File: config.mk
export PLATFORM = sky130hd
export DESIGN_NAME = ctrl_issue_flat
export DESIGN_NICKNAME = d
export VERILOG_FILES = /design/src/rtl/ctrl_issue_if.sv /design/src/rtl/ctrl_issue.sv /design/src/flat_wrapper.sv
export SDC_FILE = /design/constraint.sdc
export NUM_CORES = 1
export LEC_CHECK = 0
export BUFFER_PORTS_ARGS = -buffer_cell sky130_fd_sc_hd__buf_2
export CAP_MARGIN = 40
export CORE_UTILIZATION = 45
export CTS_BUF_LIST = sky130_fd_sc_hd__clkbuf_8
export CTS_CLUSTER_DIAMETER = 200
export DETAILED_ROUTE_END_ITERATION = 10
export PLACE_DENSITY_LB_ADDON = 0.08
export SETUP_SLACK_MARGIN = 0.15
export SLEW_MARGIN = 20
export SYNTH_ARGS = -nofsm -noshare
export SYNTH_HDL_FRONTEND = slang
export SYNTH_SLANG_ARGS = --single-unit
File: constraint.sdc
create_clock -name clk -period 1.7 [get_ports clk]
set_input_delay 0.34 -clock clk [delete_from_list [all_inputs] [get_ports clk]]
set_output_delay 0.34 -clock clk [all_outputs]
set_load 0.005 [all_outputs]
File: src/rtl/ctrl_issue_if.sv
// ctrl_issue_if: ID-stage instruction, pipeline controls and ID/EX issue outputs.
// Ports: master drives in_valid/opcode/src1/src2/dest/freeze/flush and observes ex_*,
//        id_hold, illegal, illegal_cnt; slave (the issue controller) is the mirror.
interface ctrl_issue_if #(
  parameter int OPW  = 6,
  parameter int REGW = 5,
  parameter int CNTW = 8
);
  // ID stage
  logic            in_valid;
  logic [OPW-1:0]  opcode;
  logic [REGW-1:0] src1;
  logic [REGW-1:0] src2;
  logic [REGW-1:0] dest;
  // pipeline control
  logic            freeze;
  logic            flush;
  // ID/EX register contents
  logic            ex_valid;
  logic [3:0]      ex_exe_cmd;
  logic            ex_mem_r_en;
  logic            ex_mem_w_en;
  logic            ex_wb_en;
  logic            ex_is_imm;
  logic [1:0]      ex_br_type;
  logic [REGW-1:0] ex_dest;
  // status
  logic            id_hold;
  logic            illegal;
  logic [CNTW-1:0] illegal_cnt;

  modport master (
    output in_valid, opcode, src1, src2, dest, freeze, flush,
    input  ex_valid, ex_exe_cmd, ex_mem_r_en, ex_mem_w_en, ex_wb_en, ex_is_imm,
           ex_br_type, ex_dest, id_hold, illegal, illegal_cnt
  );

  modport slave (
    input  in_valid, opcode, src1, src2, dest, freeze, flush,
    output ex_valid, ex_exe_cmd, ex_mem_r_en, ex_mem_w_en, ex_wb_en, ex_is_imm,
           ex_br_type, ex_dest, id_hold, illegal, illegal_cnt
  );
endinterface

File: src/rtl/ctrl_issue.sv
// ctrl_issue: decodes the ID instruction into the ID/EX register, inserting load-use bubbles.
// Latency 1 cycle ID->EX; id_hold (combinational) stalls upstream on freeze, hazard or STALL.
// Ports: clk, rst (sync, active-high), bus (ctrl_issue_if.slave): ID inputs, freeze/flush, ex_* out.
module ctrl_issue #(
  parameter int OPW        = 6,
  parameter int REGW       = 5,
  parameter int LU_BUBBLES = 1,
  parameter int CNTW       = 8
) (
  input  logic         clk,
  input  logic         rst,
  ctrl_issue_if.slave  bus
);

  typedef enum logic {RUN = 1'b0, STALL = 1'b1} state_e;

  typedef struct packed {
    logic            valid;
    logic [3:0]      cmd;
    logic            mem_r;
    logic            mem_w;
    logic            wb;
    logic            imm;
    logic [1:0]      br;
    logic [REGW-1:0] dest;
  } ex_t;

  localparam logic [OPW-1:0] OP_NOP  = OPW'(0);
  localparam logic [OPW-1:0] OP_ADD  = OPW'(1);
  localparam logic [OPW-1:0] OP_SUB  = OPW'(3);
  localparam logic [OPW-1:0] OP_AND  = OPW'(5);
  localparam logic [OPW-1:0] OP_OR   = OPW'(6);
  localparam logic [OPW-1:0] OP_NOR  = OPW'(7);
  localparam logic [OPW-1:0] OP_XOR  = OPW'(8);
  localparam logic [OPW-1:0] OP_SHL  = OPW'(9);
  localparam logic [OPW-1:0] OP_SHL2 = OPW'(10);
  localparam logic [OPW-1:0] OP_SRA  = OPW'(11);
  localparam logic [OPW-1:0] OP_SRL  = OPW'(12);
  localparam logic [OPW-1:0] OP_ADDI = OPW'(32);
  localparam logic [OPW-1:0] OP_SUBI = OPW'(33);
  localparam logic [OPW-1:0] OP_LD   = OPW'(36);
  localparam logic [OPW-1:0] OP_ST   = OPW'(37);
  localparam logic [OPW-1:0] OP_BEZ  = OPW'(40);
  localparam logic [OPW-1:0] OP_BNE  = OPW'(41);
  localparam logic [OPW-1:0] OP_JMP  = OPW'(42);

  // Counter value loaded on hazard detection; the hazard cycle itself is the first bubble.
  localparam logic [1:0] LU_LAST = 2'(LU_BUBBLES - 1);

  state_e          state_q, state_d;
  logic [1:0]      cnt_q, cnt_d;
  ex_t             ex_q, ex_d;
  logic            illegal_q, illegal_d;
  logic [CNTW-1:0] ill_cnt_q, ill_cnt_d;

  ex_t  dec;
  logic legal;
  logic use_s1;
  logic use_s2;
  logic rtype;
  logic hazard;

  // Decode of the ID instruction.
  always_comb begin
    dec       = '0;
    dec.valid = 1'b1;
    dec.dest  = bus.dest;
    legal     = 1'b1;
    use_s1    = 1'b0;
    use_s2    = 1'b0;
    rtype     = 1'b0;
    case (bus.opcode)
      OP_NOP:  ;
      OP_ADD:  begin rtype = 1'b1; dec.cmd = 4'b0000; end
      OP_SUB:  begin rtype = 1'b1; dec.cmd = 4'b0010; end
      OP_AND:  begin rtype = 1'b1; dec.cmd = 4'b0100; end
      OP_OR:   begin rtype = 1'b1; dec.cmd = 4'b0101; end
      OP_NOR:  begin rtype = 1'b1; dec.cmd = 4'b0110; end
      OP_XOR:  begin rtype = 1'b1; dec.cmd = 4'b0111; end
      OP_SHL,
      OP_SHL2: begin rtype = 1'b1; dec.cmd = 4'b1000; end
      OP_SRA:  begin rtype = 1'b1; dec.cmd = 4'b1001; end
      OP_SRL:  begin rtype = 1'b1; dec.cmd = 4'b1010; end
      OP_ADDI: begin dec.wb = 1'b1; dec.imm = 1'b1; use_s1 = 1'b1; end
      OP_SUBI: begin dec.cmd = 4'b0010; dec.wb = 1'b1; dec.imm = 1'b1; use_s1 = 1'b1; end
      OP_LD:   begin dec.wb = 1'b1; dec.mem_r = 1'b1; dec.imm = 1'b1; use_s1 = 1'b1; end
      OP_ST:   begin dec.mem_w = 1'b1; dec.imm = 1'b1; use_s1 = 1'b1; use_s2 = 1'b1; end
      OP_BEZ:  begin dec.br = 2'b01; use_s1 = 1'b1; end
      OP_BNE:  begin dec.br = 2'b10; use_s1 = 1'b1; use_s2 = 1'b1; end
      OP_JMP:  begin dec.br = 2'b11; end
      default: begin legal = 1'b0; dec = '0; end
    endcase
    if (rtype) begin
      dec.wb = 1'b1;
      use_s1 = 1'b1;
      use_s2 = 1'b1;
    end
  end

  // State register.
  always_ff @(posedge clk) begin
    if (rst) begin
      state_q   <= RUN;
      cnt_q     <= 2'd0;
      ex_q      <= '0;
      illegal_q <= 1'b0;
      ill_cnt_q <= '0;
    end else begin
      state_q   <= state_d;
      cnt_q     <= cnt_d;
      ex_q      <= ex_d;
      illegal_q <= illegal_d;
      ill_cnt_q <= ill_cnt_d;
    end
  end

  // Next state: flush > freeze > stall/hazard > issue.
  always_comb begin
    state_d   = state_q;
    cnt_d     = cnt_q;
    ex_d      = ex_q;
    illegal_d = 1'b0;
    ill_cnt_d = ill_cnt_q;
    if (bus.flush) begin
      state_d = RUN;
      cnt_d   = 2'd0;
      ex_d    = '0;
    end else if (bus.freeze) begin
      // everything holds; illegal already defaults low
    end else if (state_q == STALL) begin
      ex_d  = '0;
      cnt_d = cnt_q - 2'd1;
      if (cnt_q == 2'd1) begin
        state_d = RUN;
        cnt_d   = 2'd0;
      end
    end else if (hazard) begin
      ex_d    = '0;
      cnt_d   = LU_LAST;
      state_d = (LU_BUBBLES > 1) ? STALL : RUN;
    end else if (bus.in_valid && legal) begin
      ex_d = dec;
    end else begin
      ex_d = '0;
      if (bus.in_valid) begin
        illegal_d = 1'b1;
        if (ill_cnt_q != '1) ill_cnt_d = ill_cnt_q + CNTW'(1);
      end
    end
  end

  // Outputs. The hazard looks only at RUN; a held instruction is never rechecked mid-stall.
  always_comb begin
    hazard = 1'b0;
    if (state_q == RUN && bus.in_valid && ex_q.valid && ex_q.mem_r && ex_q.dest != '0 &&
        ((use_s1 && bus.src1 == ex_q.dest) || (use_s2 && bus.src2 == ex_q.dest)))
      hazard = 1'b1;
  end

  // During reset the internal state is about to be discarded, so only freeze may hold.
  assign bus.id_hold     = rst ? bus.freeze : (bus.freeze | hazard | (state_q == STALL));
  assign bus.ex_valid    = ex_q.valid;
  assign bus.ex_exe_cmd  = ex_q.cmd;
  assign bus.ex_mem_r_en = ex_q.mem_r;
  assign bus.ex_mem_w_en = ex_q.mem_w;
  assign bus.ex_wb_en    = ex_q.wb;
  assign bus.ex_is_imm   = ex_q.imm;
  assign bus.ex_br_type  = ex_q.br;
  assign bus.ex_dest     = ex_q.dest;
  assign bus.illegal     = illegal_q;
  assign bus.illegal_cnt = ill_cnt_q;

endmodule

File: src/flat_wrapper.sv
// flat-port wrapper written by rule: the top's interface ports become plain ports
module ctrl_issue_flat 
#(
  parameter int OPW        = 6,
  parameter int REGW       = 5,
  parameter int LU_BUBBLES = 1,
  parameter int CNTW       = 8
)
  (clk, rst, bus_in_valid, bus_opcode, bus_src1, bus_src2, bus_dest, bus_freeze, bus_flush, bus_ex_valid, bus_ex_exe_cmd, bus_ex_mem_r_en, bus_ex_mem_w_en, bus_ex_wb_en, bus_ex_is_imm, bus_ex_br_type, bus_ex_dest, bus_id_hold, bus_illegal, bus_illegal_cnt);
  ctrl_issue_if #(.OPW(OPW), .REGW(REGW), .CNTW(CNTW)) bus_i ();
  input  logic clk;
  input  logic rst;
  input wire logic [$bits(bus_i.in_valid)-1:0] bus_in_valid;
  input wire logic [$bits(bus_i.opcode)-1:0] bus_opcode;
  input wire logic [$bits(bus_i.src1)-1:0] bus_src1;
  input wire logic [$bits(bus_i.src2)-1:0] bus_src2;
  input wire logic [$bits(bus_i.dest)-1:0] bus_dest;
  input wire logic [$bits(bus_i.freeze)-1:0] bus_freeze;
  input wire logic [$bits(bus_i.flush)-1:0] bus_flush;
  output wire logic [$bits(bus_i.ex_valid)-1:0] bus_ex_valid;
  output wire logic [$bits(bus_i.ex_exe_cmd)-1:0] bus_ex_exe_cmd;
  output wire logic [$bits(bus_i.ex_mem_r_en)-1:0] bus_ex_mem_r_en;
  output wire logic [$bits(bus_i.ex_mem_w_en)-1:0] bus_ex_mem_w_en;
  output wire logic [$bits(bus_i.ex_wb_en)-1:0] bus_ex_wb_en;
  output wire logic [$bits(bus_i.ex_is_imm)-1:0] bus_ex_is_imm;
  output wire logic [$bits(bus_i.ex_br_type)-1:0] bus_ex_br_type;
  output wire logic [$bits(bus_i.ex_dest)-1:0] bus_ex_dest;
  output wire logic [$bits(bus_i.id_hold)-1:0] bus_id_hold;
  output wire logic [$bits(bus_i.illegal)-1:0] bus_illegal;
  output wire logic [$bits(bus_i.illegal_cnt)-1:0] bus_illegal_cnt;
  assign bus_i.in_valid = bus_in_valid;
  assign bus_i.opcode = bus_opcode;
  assign bus_i.src1 = bus_src1;
  assign bus_i.src2 = bus_src2;
  assign bus_i.dest = bus_dest;
  assign bus_i.freeze = bus_freeze;
  assign bus_i.flush = bus_flush;
  assign bus_ex_valid = bus_i.ex_valid;
  assign bus_ex_exe_cmd = bus_i.ex_exe_cmd;
  assign bus_ex_mem_r_en = bus_i.ex_mem_r_en;
  assign bus_ex_mem_w_en = bus_i.ex_mem_w_en;
  assign bus_ex_wb_en = bus_i.ex_wb_en;
  assign bus_ex_is_imm = bus_i.ex_is_imm;
  assign bus_ex_br_type = bus_i.ex_br_type;
  assign bus_ex_dest = bus_i.ex_dest;
  assign bus_id_hold = bus_i.id_hold;
  assign bus_illegal = bus_i.illegal;
  assign bus_illegal_cnt = bus_i.illegal_cnt;
  ctrl_issue #(.OPW(OPW), .REGW(REGW), .LU_BUBBLES(LU_BUBBLES), .CNTW(CNTW)) u_core (.clk(clk), .rst(rst), .bus(bus_i));
endmodule
==> reports/qor.txt <==
outcome = finished, violations left
failing checks = setup timing
final setup violation count = 18
dpl ws = -0.374 ns
Yosys warnings = 0
# H-tree levels = 1
main area contributors after synthesis = dfxtp_1 (35%), xnor2_1 (7.7%), nor2_1 (4.7%)
total of max-cap violations = 0
crit-path cells = or4_1 -> o2111ai_4 -> a21oi_4 -> o31a_1 -> buf_2
Post-synth EDFFs = 0
Die Width = 61.5 µm
Final Util = 72.7%
sequential area share after synthesis = 35.1%
Async SR Flop Fraction = 0%
CP Class = reg2out
top-count cell post-synth = dfxtp_1
leakage power = 1.10 nW
count of non-filler cells in the finished layout = 318
post-DP HPWL = 3170 µm
CP Data Required Time = 1.36 ns
vias in the first global route = 1532
Synth area leader = dfxtp_1
root buffer cell = clkbuf_8
GP Congestion = 0.874
total gr overflow = 0
I/O Pins = 52
RSZ-0062 raised after global routing = yes
Tot GR Track Use = 24.5%
Post-CTS Hold Buffers = 0
clock skew = 0.00988 ns
Crit path largest cell delay = 0.57 ns
Pwr per Cell Area = 525 mW/mm²
Area growth syn-to-layout = 53.3%
initial antenna violation count = 0
vias = 1712
global-route wire length before repair = 6780 µm
placed insts = 305
final worst setup slack = -0.537 ns
full die area = 0.00379 mm²
syn_nets = 209
Remaining DRCs = 0
hold_ws = 0.277 ns
Tcrit/Tclk final = 132%
Slew @ Worst Pin = 0.353 ns
critical path's slowest cell = or4_1
CP endpoint kind = output pin
top cell types by occurrence after synthesis = dfxtp_1 (28), nor2_1 (20), xnor2_1 (14)
area of the mapped netlist = 0.00160 mm²
worst min-delay path class = in2reg
clock sinks = 28
Site Rows = 21
Antenna Violating Nets Remaining = 0
TritonCTS buffer count = 3
Die Y = 61.5 µm
top cell type's share of synthesized area = 35.1%
drt total wl = 4550 µm
Nets = 301
final hold violations = 0
Mean Syn Cell Area = 8.81 µm²
Setup crit start kind = flop
cell area after layout = 0.00245 mm²
clock transition at the registers of the reported paths = 0.10 ns
CTS tree = done
PortBufs = 51
Slew headroom = 76.4%
Reg-to-Reg Start = u_core.bus.ex_dest[1]
Mapped Cells = 181
n_diodes = 0
Clock Tree Buf Depth = 2
Starting DRT DRC Count = 103
largest net degree at the start of global routing = 17
via/cell ratio = 5.38
area post-placement = 0.00218 mm²
Main synth FF type = dfxtp_1
CP startpoint = u_core.bus.ex_dest[1]
Critical Path AT = 1.90 ns
Yosys reg bits = 28
critical path fanouts, max = 4
HP Start = bus_dest[1]
fillcell total = 280
wire length per cell = 14.3 µm
layout cells sized above 1 = 48.9%
Final Max Tran Viols = 0
peak supply drop = 0.000272 V
post-synthesis cell type count = 49
TritonRoute pass-1 iters = 4
Core ar. = 0.00336 mm²
Peak Freq = 447 MHz
Tmin final = 2.24 ns
clock latency at the later pin of the worst-skew pair = 0.28 ns
Starting Density = 47.4%
==> cell usage in the layout, fill, tap and decap left out, drive strengths merged, types with 3 or more instances in the layout <==
master  netlist  final
o22ai         3      3
a21oi         5      5
nand2b        4      4
nor4          5      5
dfxtp        28     28
xor2          4      4
a21o          3      3
nand3         4      4
xnor2        14     14
a22o         11     11
inv           2      3
and3          4      4
a31oi         3      3
nor2b         5      5
a32o          4      4
buf           8     99
nor3          4      4
nor2         20     20
clkbuf        5      3
nand2         9      9
o21ai         8      8
==> path summary, 6_finish.rpt <==
| check | endpoint | depth (start not counted) | slack (ns) |
|---|---|---|---|
| max | bus_id_hold | 5 | -0.54 |
| min | u_core.bus.ex_dest[1] | 2 | 0.28 |
| max reg2reg | u_core.bus.ex_dest[1] | 9 | -0.48 |
| min reg2reg | u_core.bus.ex_exe_cmd[2] | 1 | 0.47 |
==> where the power goes <==
| part | switching [W] | internal [W] | leakage [nW] | total [W] |
|---|---|---|---|---|
| clock network | 0.000204 | 0.000162 | 0.0269 | 0.000366 |
| registers | 0.00000352 | 0.000658 | 0.228 | 0.000662 |
| logic | 0.000134 | 0.000123 | 0.843 | 0.000257 |
==> area by class of cell <==
class | instances | area (µm²) | area share, %
Tap cell | 46 | 57.6 | 2.35
Multi-Input combinational cell | 139 | 1140 | 46.5
Timing Repair Buffer | 99 | 631 | 25.8
Clock inverter | 1 | 3.75 | 0.153
Clock buffer | 3 | 41.3 | 1.69
Inverter | 2 | 7.51 | 0.307
Sequential cell | 28 | 568 | 23.2
==> worst max-delay path: cells and delay by family, from the launching register on <==
family	cells	cell delay (ns)
flops	1	0.37
simple gates	1	0.57
buf+inv	1	0.13
compound gates	3	0.56
==> registers in the layout (all words and copies together) (netlist names) <==
signal                  cells
u_core.state_q              1
u_core.bus.ex_exe_cmd       4
u_core.bus.ex_valid         1
u_core.cnt_q                2
u_core.bus.illegal          1
u_core.bus.ex_dest          5
u_core.bus.ex_is_imm        1
u_core.bus.ex_br_type       2
u_core.bus.ex_mem_r_en      1
u_core.bus.ex_mem_w_en      1
u_core.bus.ex_wb_en         1
u_core.bus.illegal_cnt      8
==> per-layer routing <==
metal  vias up  track usage, %  wire (µm)
li1        850               -          -
met1       803            31.1       1970
met2        52            42.2       2300
met3         7            3.57        227
met4         0            8.25         57
met5         -               0          0
==> through the flow <==
step	TNS, ns	total power (W)
2_1_floorplan	-0.623	0.000799
3_3_place_gp	-5.40	0.000895
3_5_place_dp	-6.17	0.000900
4_1_cts	-7.59	0.00129
5_1_grt	-9.42	0.00135
6_report	-7.48	0.00128
==> cell families after synthesis <==
logic type	share of synthesized area (%)
fa+ha+maj	1.57
flops	35.1
buf+inv	4.55
xor+xnor	9.88
simple gates	23.7
compound gates	25.2
==> timing repair <==
action	in CTS	in global routing
gates cloned	1	0
pin swaps	20	8
gates resized for setup	22	5
setup endpoints to repair	27	27
setup buffers	8	0
Power figures use the tool's default switching activity.
